**config.mk**
```make
export PLATFORM = sky130hd
export DESIGN_NAME = layer1_max_pool
export DESIGN_NICKNAME = d
export VERILOG_FILES = /design/src/rtl/layer1_max_pool.sv
export SDC_FILE = /design/constraint.sdc
export NUM_CORES = 1
export LEC_CHECK = 0
export CAP_MARGIN = 10
export CORE_UTILIZATION = 50
export CTS_CLUSTER_SIZE = 25
export DETAILED_ROUTE_END_ITERATION = 7
export HOLD_SLACK_MARGIN = 0.03
export PLACE_DENSITY = 0.75
export RECOVER_POWER = 50
export SETUP_SLACK_MARGIN = 0.1
export SYNTH_ARGS = -nofsm -noshare
export SYNTH_HDL_FRONTEND = slang
export SYNTH_SLANG_ARGS = --single-unit
```
**constraint.sdc**
```tcl
create_clock -name clk -period 4.3 [get_ports clk]
set_input_delay 0.43 -clock clk [delete_from_list [all_inputs] [get_ports clk]]
set_output_delay 0.43 -clock clk [all_outputs]
set_load 0.02 [all_outputs]
```
**src/rtl/layer1_max_pool.sv**
```systemverilog
// 2x2 stride-2 signed max pooling over a raster feature-map stream.
// A half-width line buffer carries even-row pair maxima into the odd row.
module layer1_max_pool #(
  parameter int FM_WIDTH  = 4,
  parameter int FM_HEIGHT = 4
) (
  input  logic        clk,
  input  logic        rst,
  input  logic        pre_vsync,
  input  logic        pre_href,
  input  logic [15:0] pre_data,
  output logic        post_vsync,
  output logic        post_href,
  output logic [15:0] post_data,
  output logic        frame_done,
  output logic        line_err
);

  localparam int CW    = (FM_WIDTH  > 2) ? $clog2(FM_WIDTH)  : 1;
  localparam int RW    = (FM_HEIGHT > 2) ? $clog2(FM_HEIGHT) : 1;
  localparam int AW    = (CW > 1) ? CW - 1 : 1;
  localparam int DEPTH = FM_WIDTH / 2;
  localparam logic [CW-1:0] COL_LAST = CW'(FM_WIDTH - 1);
  localparam logic [RW-1:0] ROW_LAST = RW'(FM_HEIGHT - 1);

  typedef enum logic [1:0] {
    IDLE     = 2'd0,
    ROW_EVEN = 2'd1,
    ROW_ODD  = 2'd2,
    DONE     = 2'd3
  } state_t;

  function automatic logic [15:0] f_smax(input logic [15:0] a, input logic [15:0] b);
    return ($signed(a) >= $signed(b)) ? a : b;
  endfunction

  state_t          r_state;
  state_t          w_next;
  logic            r_vsync_d;
  logic [CW-1:0]   r_col;
  logic [RW-1:0]   r_row;
  logic [15:0]     r_hold;
  logic [15:0]     r_lbuf [DEPTH];

  logic            w_in_row;
  logic            w_vs_rise;
  logic            w_abort;
  logic            w_accept;
  logic            w_short;
  logic            w_line_end;
  logic            w_last_row;
  logic            w_odd_pix;
  logic [AW-1:0]   w_addr;
  logic [15:0]     w_pair;
  logic [15:0]     w_pool;

  assign w_in_row   = (r_state == ROW_EVEN) || (r_state == ROW_ODD);
  assign w_vs_rise  = pre_vsync & ~r_vsync_d;
  assign w_abort    = w_in_row & ~pre_vsync;
  assign w_accept   = w_in_row & pre_vsync & pre_href;
  // A line that drops href part-way is closed out as if it had completed.
  assign w_short    = w_in_row & pre_vsync & ~pre_href & (r_col != {CW{1'b0}});
  assign w_line_end = (w_accept & (r_col == COL_LAST)) | w_short;
  assign w_last_row = (r_row == ROW_LAST);
  assign w_odd_pix  = w_accept & r_col[0];
  assign w_addr     = AW'(r_col >> 1);
  assign w_pair     = f_smax(r_hold, pre_data);
  assign w_pool     = f_smax(w_pair, r_lbuf[w_addr]);

  // State register.
  always_ff @(posedge clk) begin
    if (rst) r_state <= IDLE;
    else     r_state <= w_next;
  end

  // Next-state decode.
  always_comb begin
    w_next = r_state;
    case (r_state)
      IDLE: begin
        if (w_vs_rise) w_next = ROW_EVEN;
        else           w_next = IDLE;
      end
      ROW_EVEN: begin
        if (w_abort)         w_next = IDLE;
        else if (w_line_end) w_next = ROW_ODD;
        else                 w_next = ROW_EVEN;
      end
      ROW_ODD: begin
        if (w_abort)         w_next = IDLE;
        else if (w_line_end) w_next = w_last_row ? DONE : ROW_EVEN;
        else                 w_next = ROW_ODD;
      end
      DONE: begin
        if (!pre_vsync) w_next = IDLE;
        else            w_next = DONE;
      end
      default: w_next = IDLE;
    endcase
  end

  // Reset to 1 so a frame already running at reset release is skipped.
  always_ff @(posedge clk) begin
    if (rst) r_vsync_d <= 1'b1;
    else     r_vsync_d <= pre_vsync;
  end

  // Column/row position within the frame.
  always_ff @(posedge clk) begin
    if (rst || !w_in_row || w_abort) begin
      r_col <= {CW{1'b0}};
      r_row <= {RW{1'b0}};
    end else if (w_line_end) begin
      r_col <= {CW{1'b0}};
      r_row <= w_last_row ? {RW{1'b0}} : r_row + {{(RW-1){1'b0}}, 1'b1};
    end else if (w_accept) begin
      r_col <= r_col + {{(CW-1){1'b0}}, 1'b1};
    end
  end

  // Even-column holding register and line buffer; both written before any read.
  always_ff @(posedge clk) begin
    if (w_accept && !r_col[0]) r_hold <= pre_data;
    if (w_odd_pix && (r_state == ROW_EVEN)) r_lbuf[w_addr] <= w_pair;
  end

  // Registered stream outputs and status pulses.
  always_ff @(posedge clk) begin
    if (rst) begin
      post_vsync <= 1'b0;
      post_href  <= 1'b0;
      post_data  <= 16'h0000;
      frame_done <= 1'b0;
      line_err   <= 1'b0;
    end else begin
      post_href  <= w_odd_pix & (r_state == ROW_ODD);
      line_err   <= w_short;
      frame_done <= (r_state == DONE) & post_vsync;
      if (w_odd_pix && (r_state == ROW_ODD)) post_data <= w_pool;
      if ((r_state == IDLE) && w_vs_rise)    post_vsync <= 1'b1;
      else if (w_abort || (r_state == DONE)) post_vsync <= 1'b0;
    end
  end

endmodule

```
==> results of run 1 <==
-- cells in the final DEF (no fill, tap or decap), types with 12 or more instances in the layout --
cell           Yosys  routed
inv_1             39      27
o221ai_2           0      15
buf_4              0      48
edfxtp_1          48      48
inv_2              0      12
nand2_1           23      23
clkbuf_1           3      16
ha_1              40      28
dlygate4sd3_1      0      22
dfxtp_1           28      28
mux2i_1           32      20
-- stage by stage --
step	utilization, %	power, W	hold WS, ns
floorplan	-	0.0008598	0.4388
global placement	64.10	0.0009348	0.4302
detailed placement	64.10	0.0009395	0.4378
CTS	69.44	0.001468	0.4582
global route	75.09	0.001551	0.4701
finish	75.09	0.001509	0.4534
-- layer usage --
metal	routed length, um	vias to the layer above
met2	5292	120
met1	4318	1527
met5	0	-
met3	474	35
li1	-	1403
met4	325	0
-- layout make-up --
cell class	count	share of cell area [%]
clock inverters	3	0.7084
inverters	39	2.674
flip-flops and latches	76	36.56
multi-input cells	198	38.19
clock buffers	13	2.537
well taps	99	2.262
repair buffers	105	17.07
-- worst register-to-register path: cells and delay by family (launching register included) --
| kind | cells | cell delay (ns) |
|---|---|---|
| compound gates | 6 | 0.88 |
| fa+ha+maj | 2 | 0.68 |
| buf+inv | 6 | 1.02 |
| flops | 1 | 0.49 |
| mux | 1 | 0.24 |
| simple gates | 5 | 0.80 |
-- report_power, final --
| part | internal [W] | total, W | leakage [nW] | switching [W] |
|---|---|---|---|---|
| sequential | 0.000776 | 0.000778 | 0.658 | 0.00000202 |
| combinational | 0.000107 | 0.000204 | 1.47 | 0.0000973 |
| clock | 0.000267 | 0.000527 | 0.0890 | 0.000260 |
-- Yosys cell counts, types with 2 or more instances --
cell type,n
a211oi_1,2
mux2i_1,32
edfxtp_1,48
o211ai_1,3
nor2_1,12
dfxtp_1,28
o21ai_0,2
and2_1,2
and4_1,2
a22oi_1,2
nor3_1,6
o21bai_1,2
ha_1,40
clkbuf_1,3
or2_2,2
buf_2,2
and3_1,4
inv_1,39
a21oi_1,14
nand3_1,3
nor2b_1,6
nand2_1,23
nand4_1,4
o221ai_1,16
a21o_1,3
-- cells by family (layout without fill, tap and decap cells) --
kind of cell	Yosys count	count (layout)	share of synthesized area (%)
fa+ha+maj	40	40	13.17
flops	76	76	52.68
mux	33	33	8.726
simple gates	68	68	9.055
buf+inv	46	160	5.071
compound gates	56	56	11.06
xor+xnor	1	1	0.2305
-- registers in the layout, summed over array words and instances, names as in the netlist, named ones only --
name,cells
r_vsync_d,1
post_vsync,1
post_data,16
frame_done,1
line_err,1
r_col,2
r_state,2
r_row,2
post_href,1
r_lbuf,32
r_hold,16
-- repair_timing --
| action | in CTS | in global routing |
|---|---|---|
| endpoints found under the hold margin | 0 | 0 |
| gates resized for setup | 26 | 77 |
| hold buffers | 0 | 0 |
| setup endpoints to repair | 16 | 16 |
| pin swaps | 11 | 31 |
| buffers inserted | 5 | 8 |
| cloned | 1 | 1 |
-- path summary, 6_finish.rpt --
| path | slack, ns | to | startpoint |
|---|---|---|---|
| setup reg to reg | 0.07 | post_data[10]$_SDFFE_PP0P_ | r_hold[12]$_DFFE_PP_ |
| setup / recovery | 0.07 | post_data[10]$_SDFFE_PP0P_ | r_hold[12]$_DFFE_PP_ |
| hold reg to reg | 0.45 | frame_done$_SDFF_PP0_ | post_vsync$_SDFFE_PP0P_ |
| hold / removal | 0.45 | frame_done$_SDFF_PP0_ | post_vsync$_SDFFE_PP0P_ |
==> summary.txt, run 1 <==
Floorplan
  – Core Region: 7292 um2
  – IO Pins: 40
  – Chip Width: 89.18 um
  – # rows: 31
  – Die ar.: 7952 um2
  – Die Y: ~89 um
  – Initial core utilization: 52.11%

Clocking
  – CTS tree: done
  – Max H-tree Level: 3
  – Clk_lat worst skew: about 0.36 ns
  – Root buf cell: clkbuf_8
  – Clk sinks: 76
  – CTS Buf Count: 9
  – Worst-path clk slew: approximately 0.08 ns
  – Max Buffers Root-to-Sink: 2

Routing
  – Final WL: 10410 um
  – Starting DRC count in detailed routing: roughly 220
  – Antenna viol nets, final: 0
  – Detail-routed via count per cell: 5.788
  – Via Count: 3085
  – Wire per inst: 19.53 um
  – Drt drc: 0
  – Drt pass-1 iters: 5

Critical path
  – CP peak stage delay: 0.49 ns
  – Reg2Reg Depth: 20
  – CP endpoint kind: flip-flop
  – Top delay family on crit path: buffers and inverters
  – Crit-path max FO: 6
  – Crit start category: flip-flop
  – Cell mode on critical path: buf_4
  – Crit path buf inv count: 6
  – CP Depth: 20
  – Worst path slowest cell: edfxtp_1
  – Worst EP arrival: 4.46 ns
  – Worst-path cell chain: ha_1, and4_4, nand4_1, buf_4, a21oi_2, a211oi_2, o2bb2ai_4, clkbuf_16, buf_4, mux2i_2, inv_1, ha_4, nand4_1, buf_4, a211oi_2, nor2_2, o32ai_4, nand2b_4, clkbuf_16, o221ai_2
  – WS Path Type: reg2reg
  – Worst EP required: roughly 4.5 ns

Power and ir drop
  – VDD IR max: 0.1946 mV
  – Leakage power: ~2.2 nW
  – P per Cell Area: between 200 and 300 nW/um2

Place
  – Area of placed instances: 4674 um2
  – DP Cell Count: 502
  – I/O Buffers: 39
  – DP HPWL: between 6000 and 7000 um
  – Pre-CTS WS: -0.4753 ns
  – Routability cong.: 0.9354

Final layout
  – Fin area: about 5500 um2
  – Fillers: around 470
  – Register area: 2002 um2
  – Layout Cells excl Fill: 533
  – Final nets: 489
  – Area of the multi-input gates: around 2100 um2
  – Antenna Cells: 0
  – Layout cells sized above 1: roughly a third
  – Area Growth Syn to Fin: 44.09%

Logic synthesis
  – Yosys warns: 0
  – Top-area cell type share of the netlist area: between 30% and 40%
  – Area contributors post-synth: edfxtp_1 38%, dfxtp_1 15%, ha_1 13%, mux2i_1 8.4%, inv_1 3.9%
  – Top FF cell, synth: edfxtp_1
  – Flops & latches, synth: 76
  – Cells after synthesis: 320
  – Ys async rst share: 0%
  – Largest area contributor in the netlist: edfxtp_1
  – EDFF count, synth: 48
  – Post-Syn Area per Cell: between 10 and 15 um2
  – Seq/Total Area, Yosys: 52.68%
  – Cell variety after synth: 45
  – Syn Std Cell Area: 3800 um2
  – Post-Syn Nets: 380

STA
  – F_max: around 240 MHz
  – Final Max Tran Viols: 0
  – Worst Slack Setup Final: 0.07242 ns
  – Relative slew slack: under 10%
  – Final Hold Viols: 0
  – Final setup fails: 0
  – Fin Clk Skew: around 0.011 ns
  – Setup_tns: 0 ns
  – Tmin final: 4.228 ns
  – Final period util: 98.32%
  – Worst slew pin tran: 1.466 ns

Global routing
  – Number of global-route vias before repair: 2850
  – Grt met3 use: about 3.9%
  – First-pass GRT wire length: 13690 um
  – Global-route layer with the greatest usage: met2
  – Total grt overflow: 0
  – Initial antenna violation count: 0
  – Met2 Usage GRT: 40.32%
  – M1 GR Usage: 29.66%
  – Pin count of the biggest net entering global routing: 17
  – Gr usage total: about a quarter

Job
  – Max-cap violations: 0

Outcome
  – Status: complete, no violations

Hold path
  – Worst hold stages: 2
  – Worst hold-check path type: reg2reg
Power figures use the tool's default switching activity.
==> run 2: changes to the inputs <==
ABC_AREA = 1   (was default)
ABC_CLOCK_PERIOD_IN_PS = 3900   (was default)
PLACE_DENSITY = 0.74   (was 0.75)
clock period = 3.9 ns   (was 4.3 ns; I/O delays follow)
==> summary.txt, run 2 <==
Clocking
  – CTS tree: done
  – Worst-path clk slew: 0.08 ns
  – Clk sinks: 76
  – Max H-tree Level: 3
  – Root buf cell: clkbuf_8
  – Max Buffers Root-to-Sink: 2
  – CTS Buf Count: 9
  – Clk_lat worst skew: 0.35 ns
  – CTS Hold Bufs: 0

Job
  – Max-cap violations: 0

Logic synthesis
  – Top FF cell, synth: edfxtp_1
  – Largest area contributor in the netlist: edfxtp_1
  – EDFF count, synth: 48
  – Count leader, synth: nand2_1
  – XOR/XNOR share of the synthesized area: 0%
  – Post-Syn Nets: 525
  – Top-area cell type share of the netlist area: approximately 33%
  – Post-Synth Simple-Gate Area: 26.25%
  – Post-Syn Area per Cell: 9.453 um2
  – Ys async rst share: 0%
  – Seq/Total Area, Yosys: 45.55%
  – Area contributors post-synth: edfxtp_1 33%, dfxtp_1 13%, ha_1 11%, nand2_1 9.3%, nand4_1 5.0%
  – Cells after synthesis: 465
  – Area share of fa/ha/maj cells after synthesis: between 10% and 20%
  – Commonest cells in the netlist: 109 x nand2_1, 54 x inv_1, 48 x edfxtp_1, 40 x ha_1, 35 x nand4_1
  – Flops & latches, synth: 76
  – Synth Area in Compound Gates: under 10%
  – Mux contribution to synthesized area: 3.416%
  – Syn Std Cell Area: 4395 um2
  – Largest family of logic cells by synthesized area: simple AND/OR/NAND/NOR gates
  – Yosys warns: 0
  – Cell variety after synth: 33

Global routing
  – Number of global-route vias before repair: 3117
  – Total grt overflow: 0
  – First-pass GRT wire length: 14920 um
  – Initial antenna violation count: 0
  – Gr usage total: 21.99%
  – Pin count of the biggest net entering global routing: 26

Floorplan
  – Core Region: 8382 um2
  – Chip Width: 95.76 um
  – Initial core utilization: between 50% and 60%
  – Die ar.: ~9200 um2
  – Die Y: between 90 and 100 um
  – IO Pins: 40
  – # rows: 33

STA
  – Fin Clk Skew: 0.01462 ns
  – Final Max Tran Viols: 0
  – F_max: about 280 MHz
  – Worst slew pin tran: between 1 and 1.5 ns
  – Final Hold Viols: 0
  – Final setup fails: 0
  – RSZ-0062 raised after global routing: no
  – Tmin final: approximately 3.6 ns
  – Relative slew slack: 22.03%
  – Final period util: 92.41%

Critical path
  – Worst EP arrival: roughly 3.8 ns
  – CP endpoint kind: flip-flop
  – Worst path slowest cell: dlygate4sd3_1
  – WS Path Type: in2reg
  – Worst Setup SP: pre_data[3]
  – CP peak stage delay: 0.55 ns
  – Crit-path max FO: 16
  – Crit start category: input port
  – Worst r2r src: r_hold[11]$_DFFE_PP_
  – Cell mode on critical path: nand2_1
  – Worst EP required: 4.08 ns

Outcome
  – Status: complete, no violations

Hold path
  – Hold Startpoint: post_vsync$_SDFFE_PP0P_
  – Worst hold-check path type: reg2reg

Final layout
  – Finished Core Util: 63.95%
  – Fillers: ~660
  – Top reg by flops: r_lbuf
  – Layout Cells excl Fill: 638
  – Antenna Cells: 0
  – Final nets: 588
  – Layout cells sized above 1: 18.39%
  – Area of the multi-input gates: approximately 2100 um2
  – Number of flip-flops in the largest register: 32
  – Fin area: 5360 um2
  – Register area: 2002 um2
  – Leading cell type in the layout, fill and taps excluded: nand2_1
  – Area Growth Syn to Fin: 21.95%
  – Most frequent cells in the layout: 105 x nand2_1, 55 x inv_1, 48 x edfxtp_1
  – Biggest regs: r_lbuf: 32 flops, post_data: 16 flops, r_hold: 16 flops

Routing
  – Final WL: 9380 um
  – Antenna viol nets, final: 0
  – Drt pass-1 iters: 5
  – Starting DRC count in detailed routing: 156
  – Drt drc: 0
  – Detail-routed via count per cell: 5.215
  – Via Count: 3327
  – Wire per inst: roughly 15 um

Place
  – DP HPWL: 7202 um
  – Routability cong.: 0.8423
  – Area of placed instances: 5071 um2
  – I/O Buffers: 39
  – DP Cell Count: 620

Power and ir drop
  – Leakage power: 2.387 nW
  – VDD IR max: 0.1832 mV
  – P per Cell Area: 327.2 nW/um2
run 2: changes by cell type after synthesis, moves of 9 or more:
| cell | before | now |
|---|---|---|
| nand4_1 | 4 | 35 |
| inv_1 | 39 | 54 |
| mux2i_1 | 32 | 15 |
| a21oi_2 | 0 | 12 |
| nand2_4 | 0 | 10 |
| nand3_1 | 3 | 12 |
| nand2_1 | 23 | 109 |
| o221ai_1 | 16 | 0 |
| nand3_2 | 0 | 13 |
run 2: logic make-up after synthesis:
logic type | Yosys count
AND/OR/NAND/NOR | 216
flip-flops | 76
buffers and inverters | 74
AO/OA/AOI/OAI | 44
adder cells (fa/ha/maj) | 40
multiplexers | 15
run 2: repair_timing:
action | in CTS | in global routing
endpoints found under the setup margin | 0 | 16
setup buffers | 0 | 2
resized for setup | 0 | 14
run 2: through the flow:
stage / power, W / TNS [ns] / hold WS, ns / worst slack, ns
6_report: 0.001754 / 0 / 0.4486 / 0.2961
5_1_grt: 0.001829 / 0 / 0.4681 / 0.02884
4_1_cts: 0.001746 / 0 / 0.4543 / 0.1213
3_5_place_dp: 0.001139 / -3.115 / 0.4422 / -0.2344
3_3_place_gp: 0.001130 / -0.4739 / 0.4334 / -0.06736
2_1_floorplan: 0.001052 / 0 / 0.4577 / 0.5732
run 2: area by class of cell:
type / count / share of cell area, %
multi-input combinational: 315 / 39.94
sequential: 76 / 37.35
clock buffer: 14 / 3.641
tap: 105 / 2.451
inverter: 59 / 4.132
clock inverter: 2 / 0.2568
timing repair buffer: 67 / 12.23
run 2: worst paths after layout:
| path | end | slack (ns) | depth (start not counted) |
|---|---|---|---|
| worst max-delay path | post_data[14]$_SDFFE_PP0P_ | 0.30 | 28 |
| worst min-delay path | frame_done$_SDFF_PP0_ | 0.45 | 2 |
| worst min register to register | frame_done$_SDFF_PP0_ | 0.45 | 2 |
| worst max register to register | post_data[14]$_SDFFE_PP0P_ | 0.41 | 22 |
run 2: per-layer routing:
metal,vias to the layer above,track usage (%),share of wire [%]
li1,1713,-,-
met1,1521,32.05,48
met2,86,33.57,46
met3,7,3.555,5.2
met4,0,6.716,1.0
met5,-,0,0
run 2: power by group:
part | total (W) | internal [W] | leakage [nW] | switching [W]
Clock | 0.000613 | 0.000327 | 0.107 | 0.000286
Sequential | 0.000865 | 0.000862 | 0.659 | 0.00000288
Combinational | 0.000276 | 0.000117 | 1.62 | 0.000158
Total | 0.00175 | 0.00131 | 2.39 | 0.000447
run 2: worst max-delay path, delay by kind of cell:
family | cells | cell delay [ns]
AO/OA/AOI/OAI | 2 | 0.25
adder cells (fa/ha/maj) | 2 | 0.64
AND/OR/NAND/NOR | 17 | 1.44
buffers and inverters | 7 | 1.07
==> run 3: changes to the inputs <==
CTS_CLUSTER_SIZE = default   (was 25)
PLACE_DENSITY = 0.83   (was 0.74)
==> summary.txt, run 3 (synthesis gave the netlist of run 2 again) <==
Outcome
  – Status: complete, no violations

Floorplan
  – # rows: 33
  – IO Pins: 40
  – Die ar.: just over 9000 um2
  – Core Region: 8382 um2
  – Chip Width: ~96 um
  – Die Y: 95.76 um
  – Initial core utilization: 52.44%

Final layout
  – Most frequent cells in the layout: 101 x nand2_1, 55 x inv_1, 48 x edfxtp_1
  – Area Growth Syn to Fin: 23.48%
  – Fillers: between 600 and 700
  – Antenna Cells: 0
  – Finished Core Util: 64.76%
  – Number of flip-flops in the largest register: 32
  – Final nets: 590
  – Layout Cells excl Fill: 640
  – Biggest regs: r_lbuf: 32 flops, post_data: 16 flops, r_hold: 16 flops
  – Leading cell type in the layout, fill and taps excluded: nand2_1
  – Layout cells sized above 1: 21.50%
  – Top reg by flops: r_lbuf

Hold path
  – Worst hold stages: 1
  – Worst hold-check path type: in2reg

Routing
  – Drt drc: 0
  – Antenna viol nets, final: 0
  – Detail-routed via count per cell: 5.586
  – Starting DRC count in detailed routing: just under 300
  – Wire per inst: 16.13 um
  – Via Count: 3575
  – Drt pass-1 iters: 5
  – Final WL: 10320 um

Critical path
  – CP endpoint kind: flip-flop
  – Worst EP required: 4.08 ns
  – Worst r2r src: r_hold[9]$_DFFE_PP_
  – R2r setup slk: 0.38 ns
  – Crit path capture: post_data[14]$_SDFFE_PP0P_
  – Crit start category: input port
  – Crit-path max FO: 7
  – Worst Setup SP: pre_data[11]
  – Worst EP arrival: 3.84 ns
  – WS Path Type: in2reg
  – Reg2Reg Depth: 25
  – FF-to-FF End: post_data[14]$_SDFFE_PP0P_

Place
  – Pre-CTS WS: -0.1050 ns
  – DP HPWL: 7271 um
  – DP Cell Count: just over 600
  – I/O Buffers: 39
  – Routability cong.: 0.8675

Power and ir drop
  – Combinational fraction of design power: between 10% and 20%
  – Clock power share: 32.9%
  – P per Cell Area: 321.1 nW/um2
  – Register share of total power: 49.6%
  – NetSw: ~0.00047 W
  – Cell Int Power: 0.001273 W
  – Sw Ratio: 26.95%
  – Leakage power: 2.373 nW
  – VDD IR max: 0.1876 mV

STA
  – Worst Slack Setup Final: 0.2419 ns
  – Final period util: roughly 94%
  – Final setup fails: 0
  – Final Max Tran Viols: 0
  – Fin Clk Skew: roughly 0.013 ns
  – Tmin final: 3.658 ns
  – Relative slew slack: 12.64%
  – Final Hold Viols: 0
  – F_max: 273.4 MHz
  – Worst slew pin tran: 1.306 ns

Clocking
  – Max Buffers Root-to-Sink: 2
  – CTS tree: done
  – CTS Buf Count: 9
  – Clk sinks: 76
  – Clk_lat worst skew: 0.36 ns
  – Root buf cell: clkbuf_8
  – Worst-path clk slew: 0.08 ns
  – Max H-tree Level: 3

Job
  – Max-cap violations: 0

Global routing
  – First-pass GRT wire length: 16380 um
  – Initial antenna violation count: 0
  – Number of global-route vias before repair: 3512
  – Gr usage total: 23.63%
  – Pin count of the biggest net entering global routing: 26
  – Total grt overflow: 0
-- run 3: cell types whose count changed in the layout (fill, tap and decap cells not counted), moves of 3 or more --
| cell | delta |
|---|---|
| ha_4 | +6 |
| buf_12 | -3 |
| ha_1 | -6 |
| nand2_2 | +5 |
| dlygate4sd3_1 | -5 |
| nand2_1 | -4 |
| clkdlybuf4s25_1 | +4 |
| buf_4 | +3 |
-- run 3: how the worst min path moves through the flow --
stage | endpoint | slack, ns | from
finish | r_hold[9]$_DFFE_PP_ | 0.43 | pre_data[9]
global route | r_hold[9]$_DFFE_PP_ | 0.44 | pre_data[9]
CTS | post_data[0]$_SDFFE_PP0P_ | 0.48 | post_data[0]$_SDFFE_PP0P_
detailed placement | frame_done$_SDFF_PP0_ | 0.46 | post_vsync$_SDFFE_PP0P_
global placement | frame_done$_SDFF_PP0_ | 0.45 | post_vsync$_SDFFE_PP0P_
floorplan | r_row[0]$_SDFFE_PP0P_ | 0.46 | r_row[0]$_SDFFE_PP0P_
-- run 3: timing repair --
| item | 4_1_cts | 5_1_grt |
|---|---|---|
| setup buffers | 0 | 8 |
| gates resized for setup | 0 | 34 |
| setup endpoints to repair | 0 | 16 |
| hold buffers | 0 | 0 |
-- run 3: cell type report --
cell class                 instances  area, um2  share of cell area [%]
multi-input combinational        315       2246                   41.38
tap                              105      131.4                   2.420
clock inverter                     4      21.27                  0.3919
inverter                          59      221.5                   4.080
timing repair buffer              69      640.6                   11.80
sequential                        76       2002                   36.88
clock buffer                      12      165.2                   3.043
-- run 3: power groups by stage --
| stage | sequential (W) | clock, W | combinational [W] |
|---|---|---|---|
| after CTS | 0.000865 | 0.000575 | 0.000256 |
| after detailed placement | 0.000883 | 0 | 0.000254 |
| after global routing | 0.000865 | 0.000609 | 0.000333 |
| after floorplan | 0.000883 | 0 | 0.000169 |
| after global placement | 0.000883 | 0 | 0.000242 |
| final | 0.000865 | 0.000573 | 0.000305 |
-- run 3: metal layers --
layer  global-route usage, %  vias up  wire [um]
met5                       0        -          0
met4                   11.07        0        206
met1                   29.87     1697       4465
met3                   3.633       21        497
li1                        -     1723          -
met2                   39.76      134       5154
-- run 3: through the flow --
| stage | cell area, um2 | total power, W | TNS [ns] | hold WS [ns] |
|---|---|---|---|---|
| floorplan | 4395 | 0.001052 | 0 | 0.4577 |
| global placement | 5016 | 0.001125 | 0 | 0.4500 |
| detailed placement | 5016 | 0.001137 | -1.204 | 0.4616 |
| CTS | 5202 | 0.001696 | 0 | 0.4752 |
| global route | 5428 | 0.001807 | -0.007663 | 0.4419 |
| finish | 5428 | 0.001743 | 0 | 0.4313 |
-- run 3: critical path: stages --
cell	delay, ns
dlygate4sd3_1	0.56
inv_1	0.08
ha_4	0.28
nand4_1	0.15
nor3_4	0.20
nand2_2	0.12
nand2_2	0.08
nand2_2	0.07
buf_4	0.16
nand4_1	0.12
nand2_1	0.13
ha_1	0.33
nand2_1	0.09
inv_1	0.05
nand2_1	0.05
nand2_1	0.06
nand2_1	0.07
nand2_1	0.05
nand2_1	0.09
nand2_1	0.08
nand2_2	0.12
buf_4	0.17
nand4_1	0.09
nand2_1	0.09
inv_1	0.04
nand2_1	0.06
a21oi_1	0.06
